## src/rtl/conv_tap_sequencer_if.sv

```systemverilog
// rtl/conv_tap_sequencer_if.sv - start/stall control and tap address bus of the conv tap sequencer
interface conv_tap_sequencer_if #(
  parameter int ADDR_W = 5
);
  logic              start;
  logic              stall;
  logic              layer_en;
  logic [ADDR_W-1:0] ifm_addr;
  logic              pad_zero;
  logic              tap_last;
  logic              busy;
  logic              done;

  // master is the sequencer, slave is the controller / feature-map RAM side
  modport master (
    input  start, stall,
    output layer_en, ifm_addr, pad_zero, tap_last, busy, done
  );

  modport slave (
    output start, stall,
    input  layer_en, ifm_addr, pad_zero, tap_last, busy, done
  );
endinterface

```

## src/rtl/conv_tap_sequencer.sv

```systemverilog
// rtl/conv_tap_sequencer.sv - raster pixel / kernel tap / channel walker for one convolution layer
module conv_tap_sequencer #(
  parameter int W_IN       = 128,
  parameter int CHIN       = 64,
  parameter int KERNEL_DIM = 3,
  parameter int STRIDE     = 1,
  parameter int PAD        = 1,
  parameter int WOUT       = (W_IN + 2*PAD - KERNEL_DIM)/STRIDE + 1,
  parameter int ADDR_W     = $clog2(W_IN*W_IN*CHIN)
) (
  input  logic                 clk,
  input  logic                 rst,
  conv_tap_sequencer_if.master bus
);

  localparam int OW    = (WOUT > 1) ? $clog2(WOUT) : 1;
  localparam int KW    = (KERNEL_DIM > 1) ? $clog2(KERNEL_DIM) : 1;
  localparam int CW    = (CHIN > 1) ? $clog2(CHIN) : 1;
  localparam int CRD_W = $clog2(W_IN + PAD) + 2;

  localparam logic [OW-1:0]           O_LAST = OW'(WOUT - 1);
  localparam logic [KW-1:0]           K_LAST = KW'(KERNEL_DIM - 1);
  localparam logic [CW-1:0]           C_LAST = CW'(CHIN - 1);
  localparam logic signed [CRD_W-1:0] W_IN_S = CRD_W'(W_IN);

  typedef enum logic [1:0] {IDLE, RUN, DONE} state_t;

  state_t state, state_nxt;

  logic [OW-1:0] oy, ox;
  logic [KW-1:0] ky, kx;
  logic [CW-1:0] c;

  logic run_en;
  logic c_last, kx_last, ky_last, ox_last, oy_last;
  logic tap_last_raw, final_tap;
  logic signed [CRD_W-1:0] iy, ix;
  logic pad_raw;

  assign run_en       = (state == RUN) && !bus.stall;
  assign c_last       = (c  == C_LAST);
  assign kx_last      = (kx == K_LAST);
  assign ky_last      = (ky == K_LAST);
  assign ox_last      = (ox == O_LAST);
  assign oy_last      = (oy == O_LAST);
  assign tap_last_raw = c_last && kx_last && ky_last;
  assign final_tap    = tap_last_raw && ox_last && oy_last;

  always_ff @(posedge clk or negedge rst) begin
    if (!rst) begin
      state <= IDLE;
    end else begin
      state <= state_nxt;
    end
  end

  always_comb begin
    state_nxt = state;
    case (state)
      IDLE:    if (bus.start) state_nxt = RUN;
      RUN:     if (run_en && final_tap) state_nxt = DONE;
      DONE:    state_nxt = IDLE;
      default: state_nxt = IDLE;
    endcase
  end

  // Carry chain c -> kx -> ky -> ox -> oy; the final tap wraps every counter back to 0.
  always_ff @(posedge clk or negedge rst) begin
    if (!rst) begin
      oy <= '0;
      ox <= '0;
      ky <= '0;
      kx <= '0;
      c  <= '0;
    end else if (state != RUN) begin
      oy <= '0;
      ox <= '0;
      ky <= '0;
      kx <= '0;
      c  <= '0;
    end else if (run_en) begin
      if (!c_last) begin
        c <= c + CW'(1);
      end else begin
        c <= '0;
        if (!kx_last) begin
          kx <= kx + KW'(1);
        end else begin
          kx <= '0;
          if (!ky_last) begin
            ky <= ky + KW'(1);
          end else begin
            ky <= '0;
            if (!ox_last) begin
              ox <= ox + OW'(1);
            end else begin
              ox <= '0;
              oy <= oy_last ? '0 : oy + OW'(1);
            end
          end
        end
      end
    end
  end

  always_comb begin
    iy      = CRD_W'(int'(oy) * STRIDE + int'(ky) - PAD);
    ix      = CRD_W'(int'(ox) * STRIDE + int'(kx) - PAD);
    pad_raw = iy[CRD_W-1] || ix[CRD_W-1] || (iy >= W_IN_S) || (ix >= W_IN_S);
  end

  // Tap outputs are forced to their reset values outside RUN so IDLE/DONE show no stray padding.
  always_comb begin
    bus.layer_en = run_en;
    bus.busy     = (state != IDLE);
    bus.done     = (state == DONE);
    bus.pad_zero = (state == RUN) && pad_raw;
    bus.tap_last = (state == RUN) && tap_last_raw;
    bus.ifm_addr = '0;
    if (state == RUN && !pad_raw) begin
      bus.ifm_addr = ADDR_W'((int'(iy) * W_IN + int'(ix)) * CHIN + int'(c));
    end
  end

endmodule

```

## src/flat_wrapper.sv

```systemverilog
// flat-port wrapper written by rule: the top's interface ports become plain ports
module conv_tap_sequencer_flat 
#(
  parameter int W_IN       = 128,
  parameter int CHIN       = 64,
  parameter int KERNEL_DIM = 3,
  parameter int STRIDE     = 1,
  parameter int PAD        = 1,
  parameter int WOUT       = (W_IN + 2*PAD - KERNEL_DIM)/STRIDE + 1,
  parameter int ADDR_W     = $clog2(W_IN*W_IN*CHIN)
)
  (clk, rst, bus_start, bus_stall, bus_layer_en, bus_ifm_addr, bus_pad_zero, bus_tap_last, bus_busy, bus_done);
  conv_tap_sequencer_if #(.ADDR_W(ADDR_W)) bus_i ();
  input  logic clk;
  input  logic rst;
  input wire logic [$bits(bus_i.start)-1:0] bus_start;
  input wire logic [$bits(bus_i.stall)-1:0] bus_stall;
  output wire logic [$bits(bus_i.layer_en)-1:0] bus_layer_en;
  output wire logic [$bits(bus_i.ifm_addr)-1:0] bus_ifm_addr;
  output wire logic [$bits(bus_i.pad_zero)-1:0] bus_pad_zero;
  output wire logic [$bits(bus_i.tap_last)-1:0] bus_tap_last;
  output wire logic [$bits(bus_i.busy)-1:0] bus_busy;
  output wire logic [$bits(bus_i.done)-1:0] bus_done;
  assign bus_i.start = bus_start;
  assign bus_i.stall = bus_stall;
  assign bus_layer_en = bus_i.layer_en;
  assign bus_ifm_addr = bus_i.ifm_addr;
  assign bus_pad_zero = bus_i.pad_zero;
  assign bus_tap_last = bus_i.tap_last;
  assign bus_busy = bus_i.busy;
  assign bus_done = bus_i.done;
  conv_tap_sequencer #(.W_IN(W_IN), .CHIN(CHIN), .KERNEL_DIM(KERNEL_DIM), .STRIDE(STRIDE), .PAD(PAD), .WOUT(WOUT), .ADDR_W(ADDR_W)) u_core (.clk(clk), .rst(rst), .bus(bus_i));
endmodule
```

## config.mk

```make
export PLATFORM = sky130hd
export DESIGN_NAME = conv_tap_sequencer_flat
export DESIGN_NICKNAME = d
export VERILOG_FILES = /design/src/rtl/conv_tap_sequencer_if.sv /design/src/rtl/conv_tap_sequencer.sv /design/src/flat_wrapper.sv
export SDC_FILE = /design/constraint.sdc
export NUM_CORES = 1
export LEC_CHECK = 0
export BUFFER_PORTS_ARGS = -buffer_cell sky130_fd_sc_hd__buf_2
export CAP_MARGIN = 5
export CORE_MARGIN = 8
export CORE_UTILIZATION = 27
export CTS_CLUSTER_SIZE = 28
export DETAILED_ROUTE_END_ITERATION = 8
export GPL_TIMING_DRIVEN = 0
export PLACE_DENSITY_LB_ADDON = 0.08
export SLEW_MARGIN = 20
export SYNTH_ARGS = -nofsm -noshare
export SYNTH_HDL_FRONTEND = slang
export SYNTH_SLANG_ARGS = --single-unit
```

## constraint.sdc

```tcl
create_clock -name clk -period 3.3 [get_ports clk]
set_input_delay 0 -clock clk [delete_from_list [all_inputs] [get_ports clk]]
set_output_delay 0 -clock clk [all_outputs]
set_load 0.01 [all_outputs]
```

== Word-level counts from Yosys, hierarchy flattened ==
Cells that the tools add are included.

* Bits in latches: 0
* RAM bits: 0
* Output and inout bits: 25
* Register bits: 26
* Input bits: 4
* Memory bits (read-only): 0
* Memories: 0
* Logic and storage cells: 84

* Shift-type cells: 0
* Equality and inequality tests: 10
* Add/subtract/negate cells: 11
* $lt $le $gt $ge: 2
* Divide/modulo/power cells: 0
* Reductions and logical operators: 26
* Multipliers: 0
* Multiplexer cells: 29
* Bitwise operators: 0

{| class="wikitable"
|+ Operators with widths
! cell !! number
|-
| 7-bit 2-to-1 mux || 13
|-
| 2-bit 2-to-1 mux || 11
|-
| 20-bit by 7-bit adder with 20-bit output || 1
|-
| 10-bit by 9-bit >= comparator with 1-bit output, second input constant || 2
|-
| 20-bit 2-to-1 mux || 1
|-
| 6-bit 2-to-1 mux || 3
|-
| 8-bit by 1-bit subtractor with 9-bit output, second input constant || 2
|-
| 7-bit by 2-bit adder with 8-bit output || 2
|-
| 14-bit by 10-bit adder with 14-bit output || 1
|-
| 7-bit by 1-bit adder with 7-bit output, second input constant || 2
|-
| 7-bit equality test, second input constant || 2
|-
| 2-bit nonzero test || 6
|-
| 1-bit logical AND || 9
|-
| 6-bit by 1-bit adder with 6-bit output, second input constant || 1
|-
| 2-bit equality test, second input constant || 3
|-
| 6-bit equality test, second input constant || 1
|-
| 5-bit AND reduction || 1
|-
| 2-bit by 1-bit adder with 2-bit output, second input constant || 2
|-
| 2-bit != test, second input constant || 2
|-
| 2-bit case mux with 2 select lines || 1
|-
| 2-bit AND reduction || 2
|-
| 4-bit AND reduction || 1
|-
| 1-bit logical OR || 3
|-
| 3-bit AND reduction || 1
|-
| 4 further kinds || 5
|}

== Logic depth before layout (Yosys ltp) ==
* Depth after elaboration: 8
* Mapped depth: 15
* Gate-level depth less buffers: 15

== Worst setup path after synthesis ==
OpenSTA, ideal clock, no wires.

* Path kind: reg-to-output
* From: reg u_core.kx[1]
* To: out bus_ifm_addr[19]
* Data arrival time: 3.607 ns
* Stages on the path, launching flop included: 16
* Slack: -0.307 ns
* Required time: 3.300 ns
* Path buffers: 0
* Cells stage by stage: dfrtp_1 > inv_1 > ha_1 > inv_1 > ha_1 > fa_1 > a211oi_1 > nor4_1 > nor3_1 > ha_1 > fa_1 > a21oi_1 > o21a_1 > o311ai_0 > xnor3_1 > nor2b_1

* Longest elaborated chain between the ends: 8
* Elaborated cells between the ends (all ways): 11
* Classes of those cells: add/sub (4); order compare (1); mux (1); reduce/logical (5)

{| class="wikitable"
|+ Ends and longest elaborated chain
! what !! line !! RTL
|-
| start: declaration || conv_tap_sequencer.sv:31 || <nowiki>logic [KW-1:0] ky, kx;</nowiki>
|-
| start signal: assignment || conv_tap_sequencer.sv:87 || <nowiki>kx <= kx + KW'(1);</nowiki>
|-
| 7-bit by 2-bit adder with 8-bit output (*) || conv_tap_sequencer.sv:108 || <nowiki>ix = CRD_W'(int'(ox) * STRIDE + int'(kx) - PAD);</nowiki>
|-
| 8-bit by 1-bit subtractor with 9-bit output (*) || conv_tap_sequencer.sv:108 ||
|-
| branches (longest 5 deep; another with 20-bit by 7-bit adder with 20-bit output) || -- ||
|-
| 20-bit 2-to-1 mux (*) || conv_tap_sequencer.sv:120 || <nowiki>if (state == RUN && !pad_raw) begin</nowiki>
|-
| end: declaration || flat_wrapper.sv:19 || <nowiki>output wire logic [$bits(bus_i.ifm_addr)-1:0] bus_ifm_addr;</nowiki>
|}

Mark *: on every way between the ends.

== Final worst setup path ==
Ends and elaborated chain as after synthesis.

==> metrics.yaml <==
timing:
  setup_ws_ps: -339
  period_share_pct: 110
  worstMarginPinSlew_ps: 643
  relSlewSlack_pct: 57.2
  final_hold_viol_count: 0
  hold_ws_ps: 4.21
  fmax_mhz: 275
  fin_tns_setup_ps: -612
  rsz0062_at_grt: "true"
  maxSlewViolCount: 0
  setup_viol: 3
  fin_skew_ps: 12.9
  post-route-min-period_ps: 3640
place:
  port_buffers: 28
  dp_cells: 432
  dp_hpwl_mm: 4.81
  dpl_cell_area_um2: 2810
  place.gp.congestion: 0.741
synthesis:
  ys_seq_area_share_pct: 25.9
  yosys-top-cells-count: "ha_1 (33), inv_1 (29), nor2_1 (28)"
  ys_seq_elements: 26
  ys_types: 53
  syn_area_um2: 2510
  yosysTopAreaCellShare_pct: 25.9
  synth_top_cell_by_area: "dfrtp_1"
  netlist_instances: 293
  yosysWarnings: 0
  yosysMostFrequentCell: "ha_1"
  yosys_most_used_dff: "dfrtp_1"
  async_flop_share_pct: 100
  syn_area_per_cell_um2: 8.57
  netlist_top_cells_area: "dfrtp_1 (26%), ha_1 (16%), inv_1 (4.3%)"
  synth_edf_count: 0
  synth_fp_nets: 333
routing:
  wirelength_mm: 6.40
  vias: 2163
  drc: 0
  routedWlPerCell_um: 14.0
  ant_nets: 0
  first_iter_violations: 78
  drt_pre_antenna_iters: 4
  vias_per_cell: 4.74
die:
  start_util_pct: 27.5
  io_pins: 29
  die_w_um: 112
  die_area_um2: 12600
  coreArea_um2: 9150
  die_h_um: 112
  num_rows: 35
setup_path:
  arrival_ps: 3640
  reg2reg_depth: 7
  r2r-start: "u_core.ox[1]$_DFFE_PN0P_"
  cp_max_fo: 3
  critPathKind: "flop to output port"
  required_ps: 3300
  startpoint_type: "flop"
  reg2reg_to: "u_core.oy[4]$_DFFE_PN0P_"
  cp-end-kind: "output port"
  r2r_setup_slack_ps: 1260
global_routing:
  grtUsageMet3_pct: 1.50
  antenna_found_initial: 0
  grt_max_degree: 27
  grt_pass1_vias: 2142
  grt_pass1_wl_mm: 10.5
  use_met1_pct: 12.9
  grtUsageTotal_pct: 10.3
  grt_busiest_layer: "met2"
  met2_usage_pct: 17.9
  grt-ovfl-total: 0
hold_path:
  holdCritStartpoint: "bus_start"
  holdPathStages: 3
  hp-class: "input pin to flop"
  hold_end: "u_core.state[0]$_DFFE_PN0P_"
cts:
  numCtsBuffers: 3
  cts_buffer_depth: 2
  ctsRootBufferMaster: "clkbuf_8"
  clkLatencyLatePin_ps: 280
  clk_pin_slew_ps: 110
  cts_max_level: 1
  clock_sinks: 26
  tritoncts: "built"
layout:
  layout.cells.non_filler: 456
  fin_nets: 386
  drive_above_1_share_pct: 25.5
  area_growth_pct: 26.4
  antenna_cells: 0
  final_area_um2: 3180
pwr:
  powerDensity_nw_per_um2: 331
  leakage_uw: 0.00150
  peakVddDrop_uv: 196
  power_uw: 1050
flow_run:
  cap_violations: 0
run_status:
  outcome: "finished with violations"
  violations: "negative setup slack"
## per-stage QoR
| step | util (%) | setup WS (ps) |
|---|---|---|
| after global placement | 30.7 | -523 |
| after floorplan | - | 24.2 |
| after CTS | 33.4 | -381 |
| after global routing | 34.7 | -541 |
| after detailed placement | 30.7 | -518 |
| final | 34.7 | -339 |
## routing by layer
layer / vias to the layer above / routed length, um
met5: - / 0
met4: 0 / 62
met3: 5 / 184
met2: 26 / 2970
met1: 1003 / 3180
li1: 1129 / -
## power breakdown
group | leakage [uW] | switching, uW | internal, uW
Clock | 0.0000357 | 113 | 163
Sequential | 0.000339 | 51.5 | 353
Combinational | 0.00112 | 186 | 187
Total | 0.00150 | 350 | 703
## registers in the layout, indices dropped and copies added (netlist names)
| name | flops |
|---|---|
| u_core.ky | 2 |
| u_core.oy | 7 |
| u_core.c | 6 |
| u_core.state | 2 |
| u_core.kx | 2 |
| u_core.ox | 7 |
## cells by family (layout without fill, tap and decap cells)
group | count (synthesis) | after routing | share of synthesized area, %
simple gates | 113 | 113 | 26.4
compound gates | 67 | 67 | 17.3
fa+ha+maj | 36 | 36 | 18.8
buf+inv | 35 | 87 | 5.38
flops | 26 | 26 | 25.9
xor+xnor | 15 | 15 | 5.78
mux | 1 | 1 | 0.398
## worst max-delay path by stage
stage	cells past startpoint	from	end
finish	16	u_core.kx[1]$_DFFE_PN0P_	bus_ifm_addr[19]
global route	16	u_core.kx[1]$_DFFE_PN0P_	bus_ifm_addr[19]
CTS	16	u_core.kx[1]$_DFFE_PN0P_	bus_ifm_addr[19]
detailed placement	16	u_core.kx[1]$_DFFE_PN0P_	bus_ifm_addr[19]
global placement	16	u_core.kx[1]$_DFFE_PN0P_	bus_ifm_addr[19]
floorplan	15	u_core.kx[1]$_DFFE_PN0P_	bus_ifm_addr[19]
## layout by cell type, fill, tap and decap left out, types with 3 or more instances in the layout
| master | n |
|---|---|
| nor2_1 | 28 |
| nor3_1 | 6 |
| fa_2 | 3 |
| ha_1 | 29 |
| inv_1 | 24 |
| nand4_1 | 4 |
| nand2b_1 | 5 |
| nand3_1 | 5 |
| nand2_1 | 16 |
| a21oi_1 | 20 |
| nor3b_1 | 3 |
| buf_6 | 3 |
| dfrtp_1 | 24 |
| ha_4 | 3 |
| buf_2 | 28 |
| a21o_1 | 8 |
| xnor2_1 | 8 |
| buf_4 | 17 |
| nor2b_1 | 6 |
| xor2_1 | 5 |
| clkbuf_8 | 3 |
| nor4_1 | 3 |
| or3_1 | 4 |
| a211oi_1 | 4 |
| and2_1 | 14 |
| a211oi_4 | 3 |
| o21ai_0 | 12 |
| inv_2 | 4 |
## critical path, stage by stage (launching register included)
cell	delay, ps
dfrtp_2	390
inv_2	50
ha_4	260
inv_4	30
ha_4	150
fa_2	390
a211oi_4	260
o211a_1	200
nor3_2	50
ha_2	220
fa_2	360
a21oi_2	200
o2111ai_1	170
o311ai_2	120
xnor3_1	270
nor2b_2	110
buf_2	130
## final cells by class
class                   instances  area [um^2]
clock inverters                 1         30.0
plain buffers                   6         38.8
fillers                       972         5980
inverters                      29          111
repair buffers                 48          304
well taps                     111          139
clock buffers                   3         41.3
multi-input cells             232         1860
flip-flops and latches         26          653
## repair_timing
item,in CTS,in global routing
endpoints found under the hold margin,26,0
buffers inserted,12,9
cloned,0,1
resized for setup,19,21
hold buffers,1,0
pin swaps,11,12
endpoints found under the setup margin,20,20
Power figures use the tool's default switching activity.
